==> config.mk <==
export PLATFORM = sky130hd
export DESIGN_NAME = fb_stream_sink
export DESIGN_NICKNAME = d
export VERILOG_FILES = /design/src/rtl/fb_stream_sink.sv
export SDC_FILE = /design/constraint.sdc
export NUM_CORES = 1
export LEC_CHECK = 0
export ABC_AREA = 1
export CAP_MARGIN = 5
export CELL_PAD_IN_SITES_DETAIL_PLACEMENT = 1
export CELL_PAD_IN_SITES_GLOBAL_PLACEMENT = 1
export CORE_UTILIZATION = 45
export CTS_CLUSTER_DIAMETER = 120
export CTS_CLUSTER_SIZE = 12
export DETAILED_ROUTE_END_ITERATION = 10
export GPL_TIMING_DRIVEN = 0
export PLACE_DENSITY_LB_ADDON = 0.25
export SYNTH_ARGS = -nofsm -noshare
export SYNTH_HDL_FRONTEND = slang
export SYNTH_SLANG_ARGS = --single-unit
export TNS_END_PERCENT = 30
==> constraint.sdc <==
create_clock -name iFB_CLK -period 5.5 [get_ports iFB_CLK]
set_input_delay 0.55 -clock iFB_CLK [delete_from_list [all_inputs] [get_ports iFB_CLK]]
set_output_delay 0.55 -clock iFB_CLK [all_outputs]
set_load 0.005 [all_outputs]
==> src/rtl/fb_stream_sink.sv <==
// RGB555 stream-to-memory sink: aligns to frame start, groups pixels into fixed bursts
// and writes them linearly to an Avalon-MM-style master. Optional: FB_STREAM_SINK_DOUBLE_BUFFER_EN.
module fb_stream_sink #(
    parameter int pW              = 640,
    parameter int pH              = 480,
    parameter int pBURST          = 16,
    parameter int pBASE           = 0,
    parameter int pBASE1          = 640*480,
    parameter int pMEM_ADDR_WIDTH = 22
) (
    input  logic                         iFB_CLK,
    input  logic                         iFB_RESET,
    input  logic                         iFB_START,
    input  logic [14:0]                  iFB_DATA,
    input  logic                         iFB_DATAVALID,
    output logic                         oFB_READY,
    output logic [pMEM_ADDR_WIDTH-1:0]   oMEM_ADDRESS,
    output logic                         oMEM_WRITE,
    output logic [15:0]                  oMEM_WRITEDATA,
    output logic [$clog2(pBURST):0]      oMEM_BURSTCOUNT,
`ifdef FB_STREAM_SINK_DOUBLE_BUFFER_EN
    output logic                         oFRAME_SEL,
`endif
    input  logic                         iMEM_WAITREQUEST,
    output logic                         oFRAME_DONE,
    output logic                         oFRAME_ERR
);

    localparam int NPIX  = pW * pH;
    localparam int PIX_W = $clog2(NPIX);
    localparam int BW    = $clog2(pBURST);
    localparam int DEPTH = 2 * pBURST;
    localparam int PTR_W = BW + 1;
    localparam int CNT_W = BW + 2;
    localparam int AW    = pMEM_ADDR_WIDTH;

    if ((NPIX % pBURST) != 0) begin : g_bad_frame
        $error("fb_stream_sink: pW*pH must be a multiple of pBURST");
    end
    if ((pBURST < 2) || (pBURST > 128) || ((1 << BW) != pBURST)) begin : g_bad_burst
        $error("fb_stream_sink: pBURST must be a power of two in 2..128");
    end
    if ((pBASE < 0) || (pBASE1 < 0)) begin : g_bad_base
        $error("fb_stream_sink: base addresses must be non-negative");
    end

    typedef enum logic {S_SYNC, S_RUN}    in_state_t;
    typedef enum logic {B_IDLE, B_BURST}  bst_state_t;

    in_state_t             r_state, w_state_nxt;
    bst_state_t            r_bstate, w_bstate_nxt;

    logic [14:0]           r_buf [DEPTH];
    logic [PTR_W-1:0]      r_wp, r_rp;
    logic [CNT_W-1:0]      r_cnt;
    logic [PIX_W-1:0]      r_pix;
    logic [BW-1:0]         r_beat;
    logic [AW-1:0]         r_mem_addr;
    logic                  r_done, r_err;

    logic [AW-1:0]         r_tag_addr [2];
    logic [1:0]            r_tag_last;
    logic                  r_tag_head;
    logic [1:0]            r_tag_cnt;

    logic                  w_ready, w_store, w_unexp;
    logic [PIX_W-1:0]      w_pix_idx, w_pix_nxt, w_grp_first;
    logic [PTR_W-1:0]      w_rew, w_wr_ptr;
    logic                  w_grp_done, w_last, w_beat, w_burst_end, w_tag_wr;
    logic [AW-1:0]         w_base, w_tag_addr;

    // Ingest side: alignment, back-pressure and the index of the pixel being stored
    always_comb begin
        w_state_nxt = r_state;
        w_ready     = 1'b1;
        w_store     = 1'b0;
        w_unexp     = 1'b0;
        w_pix_idx   = r_pix;
        case (r_state)
            S_SYNC: begin
                w_store   = iFB_DATAVALID & iFB_START;
                w_pix_idx = '0;
                if (w_store) w_state_nxt = S_RUN;
            end
            default: begin
                w_ready = (r_cnt < CNT_W'(DEPTH));
                w_store = iFB_DATAVALID & w_ready;
                w_unexp = w_store & iFB_START & (r_pix != '0);
                if (w_unexp) w_pix_idx = '0;
            end
        endcase
    end

    // Groups are aligned to the frame, so the partial-group fill level is the low bits of r_pix
    assign w_rew       = w_unexp ? PTR_W'(r_pix[BW-1:0]) : '0;
    assign w_wr_ptr    = r_wp - w_rew;
    assign w_last      = (w_pix_idx == PIX_W'(NPIX - 1));
    assign w_pix_nxt   = w_last ? '0 : w_pix_idx + PIX_W'(1);
    assign w_grp_done  = w_store & (w_pix_idx[BW-1:0] == BW'(pBURST - 1));
    assign w_grp_first = w_pix_idx & ~PIX_W'(pBURST - 1);
    assign w_tag_addr  = w_base + AW'(w_grp_first);
    assign w_tag_wr    = r_tag_head ^ r_tag_cnt[0];

    assign w_beat      = (r_bstate == B_BURST) & ~iMEM_WAITREQUEST;
    assign w_burst_end = w_beat & (r_beat == BW'(pBURST - 1));

    always_comb begin
        w_bstate_nxt = r_bstate;
        case (r_bstate)
            B_IDLE:  if (r_tag_cnt != 2'd0) w_bstate_nxt = B_BURST;
            default: if (w_burst_end)       w_bstate_nxt = B_IDLE;
        endcase
    end

    always_ff @(posedge iFB_CLK) begin
        if (iFB_RESET) begin
            r_state  <= S_SYNC;
            r_bstate <= B_IDLE;
        end else begin
            r_state  <= w_state_nxt;
            r_bstate <= w_bstate_nxt;
        end
    end

    always_ff @(posedge iFB_CLK) begin
        if (iFB_RESET) begin
            for (int i = 0; i < DEPTH; i++) r_buf[i] <= '0;
            r_wp          <= '0;
            r_rp          <= '0;
            r_cnt         <= '0;
            r_pix         <= '0;
            r_beat        <= '0;
            r_mem_addr    <= '0;
            r_done        <= 1'b0;
            r_err         <= 1'b0;
            r_tag_addr[0] <= '0;
            r_tag_addr[1] <= '0;
            r_tag_last    <= '0;
            r_tag_head    <= 1'b0;
            r_tag_cnt     <= '0;
        end else begin
            if (w_store) begin
                r_buf[w_wr_ptr] <= iFB_DATA;
                r_pix           <= w_pix_nxt;
            end
            r_wp   <= w_wr_ptr + PTR_W'(w_store);
            r_rp   <= r_rp + PTR_W'(w_beat);
            r_cnt  <= r_cnt - CNT_W'(w_rew) + CNT_W'(w_store) - CNT_W'(w_beat);
            r_err  <= w_unexp;
            r_done <= w_burst_end & r_tag_last[r_tag_head];

            if ((r_bstate == B_IDLE) && (w_bstate_nxt == B_BURST))
                r_mem_addr <= r_tag_addr[r_tag_head];
            if (w_beat)
                r_beat <= w_burst_end ? '0 : r_beat + BW'(1);

            // The tag pop coincides with the pop of the group's last word, so at most two tags exist
            if (w_grp_done) begin
                r_tag_addr[w_tag_wr] <= w_tag_addr;
                r_tag_last[w_tag_wr] <= w_last;
            end
            if (w_burst_end) r_tag_head <= ~r_tag_head;
            r_tag_cnt <= r_tag_cnt + 2'(w_grp_done) - 2'(w_burst_end);
        end
    end

`ifdef FB_STREAM_SINK_DOUBLE_BUFFER_EN
    logic       r_wsel, r_frame_sel;
    logic [1:0] r_tag_sel;

    assign w_base     = r_wsel ? AW'(pBASE1) : AW'(pBASE);
    assign oFRAME_SEL = r_frame_sel;

    // Write-side select flips when a frame's last group is tagged or a frame is aborted
    always_ff @(posedge iFB_CLK) begin
        if (iFB_RESET) begin
            r_wsel      <= 1'b0;
            r_frame_sel <= 1'b0;
            r_tag_sel   <= '0;
        end else begin
            if ((w_grp_done & w_last) | w_unexp) r_wsel <= ~r_wsel;
            if (w_grp_done) r_tag_sel[w_tag_wr] <= r_wsel;
            if (w_burst_end & r_tag_last[r_tag_head]) r_frame_sel <= r_tag_sel[r_tag_head];
        end
    end
`else
    assign w_base = AW'(pBASE);
`endif

    assign oFB_READY       = w_ready;
    assign oMEM_ADDRESS    = r_mem_addr;
    assign oMEM_WRITE      = (r_bstate == B_BURST);
    assign oMEM_WRITEDATA  = (r_bstate == B_BURST) ? {1'b0, r_buf[r_rp[PTR_W-1:0]]} : 16'h0000;
    assign oMEM_BURSTCOUNT = (BW + 1)'(pBURST);
    assign oFRAME_DONE     = r_done;
    assign oFRAME_ERR      = r_err;

endmodule
**After elaboration in Yosys (flattened, before gate mapping)**

Memory sizes are Yosys's and may differ from the RTL's. A register that Yosys moved wholly into a read port is not among the register bits.
Cells that the tools add are included.
W data, S select, Z words.

- Word-level logic and storage cells: 84
- Input port bits: 20
- Memories kept: 2
- Output and inout port bits: 47
- Memory bits (writable): 510
- Flip-flop bits (word level): 70

Memory list:

| memory | depth | bits a word | read ports | clocked after Yosys merged registers in | wr ports | line | RTL |
|---|---|---|---|---|---|---|---|
| r_buf | 32 | 15 | 1 | 1 | 32 | 53 | `logic [14:0] r_buf [DEPTH];` |
| r_tag_addr | 2 | 15 | 1 | 1 | 2 | 61 | `logic [AW-1:0] r_tag_addr [2];` |

- $lt $le $gt $ge: 4
- Muxes and demuxes: 34
- Equality and inequality tests: 3
- Add/subtract/negate cells: 10
- Bitwise logic cells: 12
- Reductions and logical operators: 6

Operators with widths:

| operator | count |
|---|---|
| $mux W19 | 3 |
| $mux W15 | 3 |
| $reduce_or A15 Y1 | 2 |
| $mux W1 | 22 |
| $add A19 B1 Y19 const B | 1 |
| $eq A19 B19 Y1 const B | 1 |
| $reduce_bool A19 Y1 | 1 |
| $add A5 B1 Y5 | 2 |
| $mux W5 | 2 |
| $and A1 B1 Y1 | 8 |
| $eq A4 B4 Y1 const B | 2 |
| $mux W4 | 2 |
| $add A6 B1 Y6 | 1 |
| $lt A6 B6 Y1 const B | 1 |
| $sub A6 B1 Y6 | 1 |
| $sub A6 B4 Y6 | 1 |
| $sub A5 B4 Y5 | 1 |
| $add A4 B1 Y4 const B | 1 |
| $lt A1 B2 Y1 const B | 2 |
| $not A1 Y1 | 3 |
| $add A2 B1 Y2 | 1 |
| $bwmux W2 | 1 |
| $logic_and A1 B1 Y1 | 2 |
| $reduce_bool A2 Y1 | 1 |
| other kinds (4) | 4 |

**Depth between registers and ports, before layout**

Gate-level depths: netlist of run 1.

- Depth in word-level cells: 13
- Mapped depth: 21
- Depth with buffers taken out: 19

**Least setup slack after synthesis of run 1**

Ideal clock, no wire load.

- Kind: input to register
- Start point: in iFB_DATAVALID
- End point: mem r_buf[19][0] (enable)
- Setup slack: 1.175 ns
- Buffers on the path: 4
- Stages on the path: 18
- Data required time: 5.134 ns
- Data arrival time: 3.959 ns
- Library setup time: 0.366 ns
- Cells stage by stage: inv_1 -> nor3b_1 -> nand2_2 -> buf_2 -> buf_2 -> buf_2 -> nor2_1 -> ha_1 -> inv_1 -> fa_1 -> a21oi_1 -> o21bai_1 -> xnor2_1 -> inv_1 -> nor3_1 -> nand2_2 -> buf_4 -> nand2_1

RTL lines:

| element | line | RTL |
|---|---|---|
| from (decl) | 15 | `input logic iFB_DATAVALID,` |
| to (decl) | 53 |  |

==> flow_metrics.tcl, run 1 <==
set metrics [dict create \
    cp_data_arrival_time_ns 5.19 \
    worst_slew_pin_slew_ns 1.42 \
    grt_max_degree 17 \
    dp.final_hpwl_mm 68.9 \
    sequentialPowerShare_pct 55.4 \
    first_global_vias 21882 \
    final.fill_count 6308 \
    clk_transition_reported_paths_ns 0.07 \
    clock_path_buffers 3 \
    i_o_pin_count 67 \
    switchingPower_mw 2.12 \
    critical_path.top_delay_family "buffers and inverters" \
    routed_wirelength_mm 99.2 \
    max_freq_ghz 0.174 \
    layout_commonest_cell "sky130_fd_sc_hd__nor2_1" \
    ir_worst_vdd_uv 263 \
    footprint_of_the_multi_input_gates_um2 8130 \
    power_frac_comb_pct 6.0 \
    synth.distinct_cells 40 \
    final_max_slew_viol_count 0 \
    finalWorstPathRequiredPeriod_ns 5.74 \
    first_pass_grt_wire_length_mm 143 \
    synth_enable_flop_cells 510 \
    synthesized_flop_and_latch_total 573 \
    final-setup-viol-count 6 \
    route.detailed.vias_per_inst 6.19 \
    run_status "finished with violations" \
    cts.hold.buffers_added 0 \
    synth_seq_area_share_pct 63.8 \
    finalHoldViolCount 0 \
    cts-root-buf "sky130_fd_sc_hd__clkbuf_16" \
    wp_buf_inv 5 \
    critPathCaptureType "primary output" \
    gr-total-overflow 0 \
    placedCellCount 3405 \
    num_vias 21620 \
    grt_antenna_before_repair 2 \
    slew_headroom_pct 5.45 \
    clock_sinks 573 \
    synthArstFlopShare_pct 0 \
    synthCells 2584 \
    highest_count_cells_in_the_layout_ignoring_fill_and_taps "sky130_fd_sc_hd__nor2_1, sky130_fd_sc_hd__edfxtp_1, sky130_fd_sc_hd__o21ai_0, sky130_fd_sc_hd__clkbuf_1, sky130_fd_sc_hd__nand2_1" \
    number_of_nets_at_the_end_of_the_flow 2757 \
    switching_power_as_a_share_of_total_power_pct 23.7 \
    critPathMaxStageDelay_ns 0.84 \
    syn_area_per_cell_um2 10.1 \
    path_class "reg2out" \
    p_leak_nw 10.8 \
    globalRouteTotalUtil_pct 33.4 \
    drc 0 \
    crit_path_max_fanout 10 \
    dr.first_iter.drc_count 2397 \
    die_height_um 242 \
    worst_hold_path_type "in2reg" \
    placed_area_um2 27500 \
    mappedNetlistArea_um2 26000 \
    cp_common_cell "sky130_fd_sc_hd__clkbuf_1" \
    fin_util_pct 51.5 \
    yosysWarnings 0 \
    cp_data_required_time_ns 4.95 \
    layout-area-overhead-vs-synth_pct 12.3 \
    cts_made_buffers 53 \
    max_cap_viol_count 0 \
    synth_flop_cell "sky130_fd_sc_hd__edfxtp_1" \
    gp_congestion 0.977 \
    floorplan.die_area_um2 58700 \
    internal_mw 6.83 \
    final_critical_path_setup_slack_ns -0.239 \
    final_cells 3492 \
    share_clk_of_total_power_pct 38.7 \
    insertedDiodeCount 0 \
    detail_route.wl_per_cell_um 28.4 \
    h_tree_depth_reported_by_cts 2 \
    detail-route-antenna-nets 0 \
    clock_tree_from_tritoncts "done" \
    initial_core_utilization_pct 45.8 \
    fp.dieW_um 242 \
    drt_pre_antenna_iters 6 \
    post-route-cell-area_um2 29200 \
    seqCellArea_um2 16600 \
    fp.coreArea_um2 56700 \
    clock_insertion_delay_worst_skew_ns 0.62 \
    cellPowerDensity_nw_per_um2 307 \
    cpMaxStageDelayCell "sky130_fd_sc_hd__o21ai_0" \
    clock_skew_ns 0.0197 \
    crit_chain "clkbuf_1 > clkinv_1 > clkbuf_1 > clkbuf_1 > nor2_1 > o22ai_1 > o21ai_0 > a31oi_1 > clkdlybuf4s50_1" \
    floorplan.rows 87 \
    grt_setup_unrepaired "yes" \
    cp-start-kind "flop" \
    portBuffers 52 \
    min_period_over_period_pct 104 \
    failed_checks "negative setup slack" \
    drive_above_1_share_pct 6.73 \
]
-- worst paths after layout --
kind / startpoint / to / slack [ns] / depth (start not counted)
worst max-delay path: r_rp[0] / oMEM_WRITEDATA[8] / -0.24 / 9
worst min-delay path: iFB_RESET / r_state / 0.42 / 2
worst max register to register: r_pix[18] / r_buf[3][1] / 0.10 / 18
worst min register to register: r_tag_last[0] / r_tag_last[0] / 0.49 / 2
-- Yosys cell counts, types with 23 or more instances --
cell type                  number  area share [%]
sky130_fd_sc_hd__nor2_1       841              12
sky130_fd_sc_hd__edfxtp_1     510              59
sky130_fd_sc_hd__o21ai_0      279             5.4
sky130_fd_sc_hd__nand2_1      184             2.7
sky130_fd_sc_hd__clkbuf_1     163             2.4
sky130_fd_sc_hd__inv_1         94             1.4
sky130_fd_sc_hd__nand3_1       87             1.7
sky130_fd_sc_hd__o221ai_1      84             2.8
sky130_fd_sc_hd__dfxtp_1       63             4.9
sky130_fd_sc_hd__o22ai_1       37            0.89
sky130_fd_sc_hd__a21oi_1       36            0.69
sky130_fd_sc_hd__a31oi_1       31            0.75
sky130_fd_sc_hd__nand2_2       27            0.65
sky130_fd_sc_hd__buf_6         23             1.0
-- state kept, by name, indices dropped and copies added, names as in the netlist --
name and cells:
r_buf 480, r_tag_addr 30, r_pix 19, oMEM_ADDRESS 15
r_cnt 6, r_rp 5, r_wp 5, r_beat 4
r_tag_cnt 2, r_tag_last 2, oFRAME_DONE 1, oFRAME_ERR 1
oMEM_WRITE 1, r_state 1, r_tag_head 1
-- timing repair --
action,in CTS,in global routing
buffers inserted,3,5
gates cloned,0,0
pin swaps,1,1
setup endpoints to repair,216,458
resized for setup,8,28
-- power groups by stage --
stage	registers [mW]	logic, mW	clock network, mW
5_1_grt	4.97	0.561	3.57
2_1_floorplan	5.02	0.289	0
4_1_cts	4.96	0.511	3.44
3_5_place_dp	5.05	0.504	0
3_3_place_gp	5.04	0.483	0
6_report	4.95	0.535	3.46
-- cell type report --
| type | count | area share, % |
|---|---|---|
| clock inverters | 2 | 0.0471 |
| repair buffers | 62 | 2.21 |
| flip-flops and latches | 573 | 56.8 |
| well taps | 756 | 3.24 |
| clock buffers | 77 | 5.00 |
| inverters | 96 | 1.23 |
| plain buffers | 220 | 3.66 |
| multi-input cells | 1706 | 27.8 |
-- per-stage QoR --
| step | hold WS, ns | total power [mW] | setup TNS, ns | setup WS [ns] |
|---|---|---|---|---|
| after floorplan | 0.450 | 5.31 | 0 | 1.17 |
| after global placement | 0.468 | 5.52 | -319.76 | -1.06 |
| after detailed placement | 0.475 | 5.55 | -319.35 | -1.17 |
| after CTS | 0.416 | 8.91 | 0 | 0.0288 |
| after global routing | 0.440 | 9.09 | -17.44 | -0.200 |
| final | 0.423 | 8.95 | -0.634 | -0.239 |
-- routing by layer --
layer  GRT usage (%)  vias up  wire [um]
met5               0        -         20
met4            16.9        2       5260
met3            6.60      292       9700
met2            54.5     1221      46900
met1            42.1    10961      37300
li1                -     9144          -
-- logic make-up after synthesis --
logic type / count (synthesis) / share of synthesized area (%)
simple gates: 1171 / 17.9
flops: 573 / 63.8
compound gates: 481 / 10.9
buf+inv: 316 / 5.49
fa+ha+maj: 25 / 1.32
xor+xnor: 16 / 0.568
other cells: 2 / 0.0289
Power figures use the tool's default switching activity.
==> inputs of run 2 (changes only) <==
- CELL_PAD_IN_SITES_DETAIL_PLACEMENT: 1 -> not set
- CELL_PAD_IN_SITES_GLOBAL_PLACEMENT: 1 -> not set
- CORE_MARGIN: not set -> 10
==> run 2 against run 1 <==
Compared with the run above: cell count hardly changed; the run still ends with negative setup slack left; sequential share of layout area is 0.30 points higher; core utilization is 0.95 points lower; non-clock buffer count is 9 lower; hold slack better by 0.037 ns; critical path depth is 9 higher; wire length is 9.3% lower; via count is 2.7% lower; combinational power is 4% lower; power is 0.81% lower.
==> flow_metrics.tcl, run 2 (synthesis results as in run 1) <==
set metrics [dict create \
    run_status "finished with violations" \
    failed_checks "negative setup slack" \
    first_global_vias 20333 \
    fp.dieW_um 260 \
    worst_hold_path_type "in2reg" \
    dr.first_iter.drc_count 2914 \
    finalHoldWorstSlack_ns 0.460 \
    layout-area-overhead-vs-synth_pct 11.8 \
    internal_mw 6.81 \
    totalPowerFinal_mw 8.88 \
    p_leak_nw 10.7 \
    initial_core_utilization_pct 45.2 \
    portBuffers 52 \
    final_max_slew_viol_count 0 \
    drc 0 \
    switchingPower_mw 2.07 \
    route.detailed.vias_per_inst 6.03 \
    max_flop_register "r_buf" \
    cp_data_arrival_time_ns 5.77 \
    clock_path_buffers 3 \
    critPathCaptureType "flop" \
    min_period_over_period_pct 100 \
    gp_congestion 0.995 \
    final-setup-viol-count 15 \
    grt_setup_unrepaired "yes" \
    place_ws_ns -0.943 \
    clk_transition_reported_paths_ns 0.06 \
    finalWorstPathRequiredPeriod_ns 5.53 \
    crit_path_max_fanout 15 \
    insertedDiodeCount 0 \
    sequentialPowerShare_pct 55.8 \
    dp.final_hpwl_mm 62.3 \
    final_cells 3490 \
    cp_data_required_time_ns 5.75 \
    detail-route-antenna-nets 0 \
    path_class "in2reg" \
    floorplan.die_area_um2 67800 \
    share_clk_of_total_power_pct 38.4 \
    ir_worst_vdd_uv 267 \
    highest_count_cells_in_the_layout_ignoring_fill_and_taps "sky130_fd_sc_hd__nor2_1, sky130_fd_sc_hd__edfxtp_1, sky130_fd_sc_hd__o21ai_0, sky130_fd_sc_hd__clkbuf_1, sky130_fd_sc_hd__nand2_1" \
    cp-start-kind "input port" \
    gr-total-overflow 0 \
    switching_power_as_a_share_of_total_power_pct 23.3 \
    fp.coreArea_um2 57500 \
    floorplan.rows 88 \
    final_critical_path_setup_slack_ns -0.0261 \
    drive_above_1_share_pct 5.91 \
    clock_skew_ns 0.0330 \
    slew_headroom_pct 10.1 \
    max_freq_ghz 0.181 \
    grt_max_degree 17 \
    placedCellCount 3413 \
    clock_sinks 573 \
    fin_util_pct 50.5 \
    die_height_um 260 \
    max_cap_viol_count 0 \
    globalRouteTotalUtil_pct 26.1 \
    first_pass_grt_wire_length_mm 130 \
    power_frac_comb_pct 5.8 \
    worst_slew_pin_slew_ns 1.35 \
    num_vias 21039 \
    largest_register_ff_count 480 \
    cts_made_buffers 53 \
    cellPowerDensity_nw_per_um2 306 \
    cts.hold.buffers_added 0 \
    number_of_nets_at_the_end_of_the_flow 2748 \
    routed_wirelength_mm 90.0 \
    h_tree_depth_reported_by_cts 2 \
    layout_commonest_cell "sky130_fd_sc_hd__nor2_1" \
    finalHoldViolCount 0 \
    clock_tree_from_tritoncts "done" \
    detail_route.wl_per_cell_um 25.8 \
    drt_pre_antenna_iters 6 \
    i_o_pin_count 67 \
    clock_insertion_delay_worst_skew_ns 0.63 \
    grt_antenna_before_repair 0 \
    cts-root-buf "sky130_fd_sc_hd__clkbuf_16" \
    reg_top3 "r_buf x480, r_tag_addr x30, r_pix x19" \
]
-- run 2: metrics by stage --
| step | setup TNS, ns | instance area [um2] |
|---|---|---|
| 2_1_floorplan | 0 | 26000 |
| 3_3_place_gp | -252.02 | 27500 |
| 3_5_place_dp | -235.40 | 27500 |
| 4_1_cts | 0 | 29000 |
| 5_1_grt | -18.03 | 29000 |
| 6_report | -0.229 | 29000 |
-- run 2: layout make-up --
class | count | area (um2)
Sequential cell | 573 | 16600
Clock inverter | 2 | 13.8
Multi-Input combinational cell | 1706 | 8090
Buffer | 220 | 1070
Tap cell | 765 | 957
Clock buffer | 75 | 1450
Inverter | 96 | 360
Fill cell | 5264 | 28400
Timing Repair Buffer | 53 | 532
-- run 2: worst max-delay path: stages --
cell and delay, ns:
sky130_fd_sc_hd__clkdlybuf4s50_1 0.50, sky130_fd_sc_hd__inv_1 0.06, sky130_fd_sc_hd__nor3b_1 0.25, sky130_fd_sc_hd__nand2_2 0.18, sky130_fd_sc_hd__buf_2 0.23, sky130_fd_sc_hd__buf_2 0.20
sky130_fd_sc_hd__buf_2 0.21, sky130_fd_sc_hd__nor2_1 0.19, sky130_fd_sc_hd__ha_1 0.18, sky130_fd_sc_hd__inv_1 0.06, sky130_fd_sc_hd__fa_1 0.42, sky130_fd_sc_hd__a21oi_1 0.14
sky130_fd_sc_hd__o21bai_1 0.09, sky130_fd_sc_hd__xnor2_1 0.20, sky130_fd_sc_hd__nor3_1 0.82, sky130_fd_sc_hd__nand2_1 0.46, sky130_fd_sc_hd__clkbuf_1 0.37, sky130_fd_sc_hd__nand2_1 0.64
-- run 2: worst paths after layout --
kind | start | to | slack [ns] | cells after the start
worst max register to register | r_pix[18] | r_buf[8][1] | 0.03 | 15
worst max-delay path | iFB_DATAVALID | r_buf[8][1] | -0.03 | 18
worst min register to register | r_pix[2] | r_pix[2] | 0.48 | 2
worst min-delay path | iFB_RESET | r_state | 0.46 | 2
-- run 2: per-layer routing --
layer / vias to the layer above / share of wire, % / track usage [%]
met1: 10221 / 37 / 33.0
met2: 1422 / 45 / 40.5
met4: 0 / 4.8 / 12.0
li1: 9126 / - / -
met5: - / 0 / 0
met3: 270 / 13 / 8.06
-- run 2: what timing repair did --
| action | in CTS | in global routing |
|---|---|---|
| setup buffers | 0 | 0 |
| endpoints found under the hold margin | 0 | 0 |
| endpoints found under the setup margin | 166 | 414 |
| gates resized for setup | 3 | 14 |
-- run 2: power groups by stage --
| stage | Clock (mW) | Combinational [mW] | Sequential (mW) |
|---|---|---|---|
| 2_1_floorplan | 0 | 0.289 | 5.02 |
| 3_3_place_gp | 0 | 0.479 | 5.04 |
| 3_5_place_dp | 0 | 0.490 | 5.04 |
| 4_1_cts | 3.42 | 0.494 | 4.95 |
| 5_1_grt | 3.58 | 0.542 | 4.96 |
| 6_report | 3.41 | 0.515 | 4.95 |
==> inputs of run 3 (changes only) <==
- CTS_BUF_LIST: not set -> sky130_fd_sc_hd__clkbuf_4 sky130_fd_sc_hd__clkbuf_8 sky130_fd_sc_hd__clkbuf_16
==> run 3 against run 2 <==
Compared with the run above: the run still ends with negative setup slack left; clock-buffer cell count stayed put; global-route usage hardly changed; core utilization is 0.13 points higher; combinational power about the same; sequential cell count unchanged; critical path type unchanged; largest cell class unchanged.
==> flow_metrics.tcl, run 3 (synthesis results as in run 1) <==
set metrics [dict create \
    run_status "finished with violations" \
    failed_checks "negative setup slack" \
    dr.first_iter.drc_count 2837 \
    floorplan.rows 88 \
    hold_path_depth 2 \
    buffers_inserted_by_post_cts_timing_repair 0 \
    cts_made_buffers 53 \
    ff2ff_path_depth 15 \
    insertedDiodeCount 0 \
    num_vias 20962 \
    first_pass_grt_wire_length_mm 131 \
    cp-start-kind "input port" \
    final-setup-viol-count 15 \
    globalRouteTotalUtil_pct 26.1 \
    drive_above_1_share_pct 6.64 \
    worst_hold_path_type "in2reg" \
    cp_common_cell "sky130_fd_sc_hd__buf_2" \
    crit_chain "clkdlybuf4s50_1 > inv_1 > nor3b_1 > nand2_2 > buf_2 > buf_2 > buf_2 > nor2_1 > ha_1 > inv_1 > fa_1 > a21oi_1 > o21bai_1 > xnor2_1 > nor3_1 > nand2_1 > clkbuf_1 > nand2_1" \
    route.detailed.vias_per_inst 6.01 \
    p_leak_nw 10.8 \
    layout-area-overhead-vs-synth_pct 12.0 \
    hold_start "iFB_RESET" \
    gr-total-overflow 0 \
    reg_top3 "r_buf x480, r_tag_addr x30, r_pix x19" \
    slew_headroom_pct 9.24 \
    clock_skew_ns 0.0389 \
    cpMaxStageDelayCell "sky130_fd_sc_hd__nor3_1" \
    cp_data_arrival_time_ns 5.78 \
    max_freq_ghz 0.181 \
    drc 0 \
    critPathMaxStageDelay_ns 0.83 \
    min_period_over_period_pct 101 \
    fp.coreArea_um2 57500 \
    timing.rr.start "r_pix[18]" \
    placed_area_um2 27500 \
    final_max_slew_viol_count 0 \
    timing.reg2reg.setup_slack_ns 0.05 \
    finalHoldWorstSlack_ns 0.453 \
    routed_wirelength_mm 90.0 \
    grt_setup_unrepaired "yes" \
    final_critical_path_setup_slack_ns -0.0297 \
    detail-route-antenna-nets 0 \
    post-route-cell-area_um2 29100 \
    clock_path_buffers 3 \
    cp_data_required_time_ns 5.75 \
    hold_path_end "r_state" \
    finalWorstPathRequiredPeriod_ns 5.53 \
    portBuffers 52 \
    drt_pre_antenna_iters 6 \
    crit-reg2reg-capture "r_buf[8][1]" \
    clock_sinks 573 \
    largest_register_ff_count 480 \
    worst_slew_pin_slew_ns 1.36 \
    number_of_nets_at_the_end_of_the_flow 2748 \
    first_global_vias 20334 \
    detail_route.wl_per_cell_um 25.8 \
    ir_worst_vdd_uv 270 \
    critical_path.top_delay_family "simple AND/OR/NAND/NOR gates" \
    totalPowerFinal_mw 8.99 \
    initial_core_utilization_pct 45.2 \
    h_tree_depth_reported_by_cts 2 \
    dp.final_hpwl_mm 62.3 \
    highest_count_cells_in_the_layout_ignoring_fill_and_taps "sky130_fd_sc_hd__nor2_1, sky130_fd_sc_hd__edfxtp_1, sky130_fd_sc_hd__o21ai_0, sky130_fd_sc_hd__nand2_1, sky130_fd_sc_hd__clkbuf_1" \
    cellPowerDensity_nw_per_um2 309 \
    path_class "in2reg" \
    cts-root-buf "sky130_fd_sc_hd__clkbuf_16" \
    fp.dieW_um 260 \
    max_cap_viol_count 0 \
    wp_buf_inv 7 \
    clock_insertion_delay_worst_skew_ns 0.64 \
    grt_max_degree 17 \
    grt_antenna_before_repair 0 \
    final_cells 3490 \
    clock_tree_from_tritoncts "done" \
    gp_congestion 0.995 \
    i_o_pin_count 67 \
    die_height_um 260 \
    floorplan.die_area_um2 67800 \
    finalHoldViolCount 0 \
    clk_transition_reported_paths_ns 0.06 \
    placedCellCount 3413 \
    max_flop_register "r_buf" \
    critPathCaptureType "flop" \
    crit_path_max_fanout 15 \
    layout_commonest_cell "sky130_fd_sc_hd__nor2_1" \
]
run 3: cell count changes in the layout (fill, tap and decap cells not counted):
| cell | previous run | this run |
|---|---|---|
| sky130_fd_sc_hd__clkbuf_1 | 183 | 163 |
| sky130_fd_sc_hd__clkbuf_4 | 0 | 20 |
run 3: timing repair:
| action | in CTS | in global routing |
|---|---|---|
| cloned | 0 | 0 |
| endpoints found under the hold margin | 0 | 0 |
| endpoints found under the setup margin | 166 | 413 |
| gates resized for setup | 3 | 14 |
| hold buffers | 0 | 0 |
run 3: power by group:
part / total, mW / internal [mW] / switching [mW] / leakage (nW)
Sequential: 4.95 / 4.90 / 0.0525 / 5.75
Combinational: 0.515 / 0.107 / 0.408 / 4.27
Clock: 3.52 / 1.91 / 1.62 / 0.778
Total: 8.99 / 6.91 / 2.08 / 10.8
run 3: final cells by class:
class	instances	area (um2)
clock buffers	75	1530
flip-flops and latches	573	16600
inverters	96	360
repair buffers	53	532
well taps	765	957
plain buffers	220	1070
multi-input cells	1706	8090
clock inverters	2	13.8
fillers	5250	28400
run 3: per-stage QoR:
stage                     utilization [%]  setup TNS, ns  worst slack, ns
after detailed placement             47.9        -235.40           -0.943
final                                50.7         -0.203          -0.0297
after global placement               47.9        -252.02           -0.939
after floorplan                         -              0             1.17
after global routing                 50.7         -18.00           -0.203
after CTS                            50.6              0           0.0280
run 3: per-layer routing:
layer / wire length (um) / track usage, % / part of all wire, %
met2: 40500 / 40.5 / 45
met4: 4380 / 11.9 / 4.9
met5: 0 / 0 / 0
met3: 12100 / 8.11 / 13
met1: 33000 / 33.0 / 37
run 3: worst max path at each step:
stage / startpoint / to / cells past startpoint
after floorplan: iFB_DATAVALID / r_buf[19][0] / 18
after global placement: iFB_DATAVALID / r_buf[12][1] / 17
after detailed placement: iFB_DATAVALID / r_buf[12][14] / 17
after CTS: iFB_DATAVALID / r_buf[12][9] / 17
after global routing: iFB_DATAVALID / r_buf[8][1] / 18
final: iFB_DATAVALID / r_buf[8][1] / 18
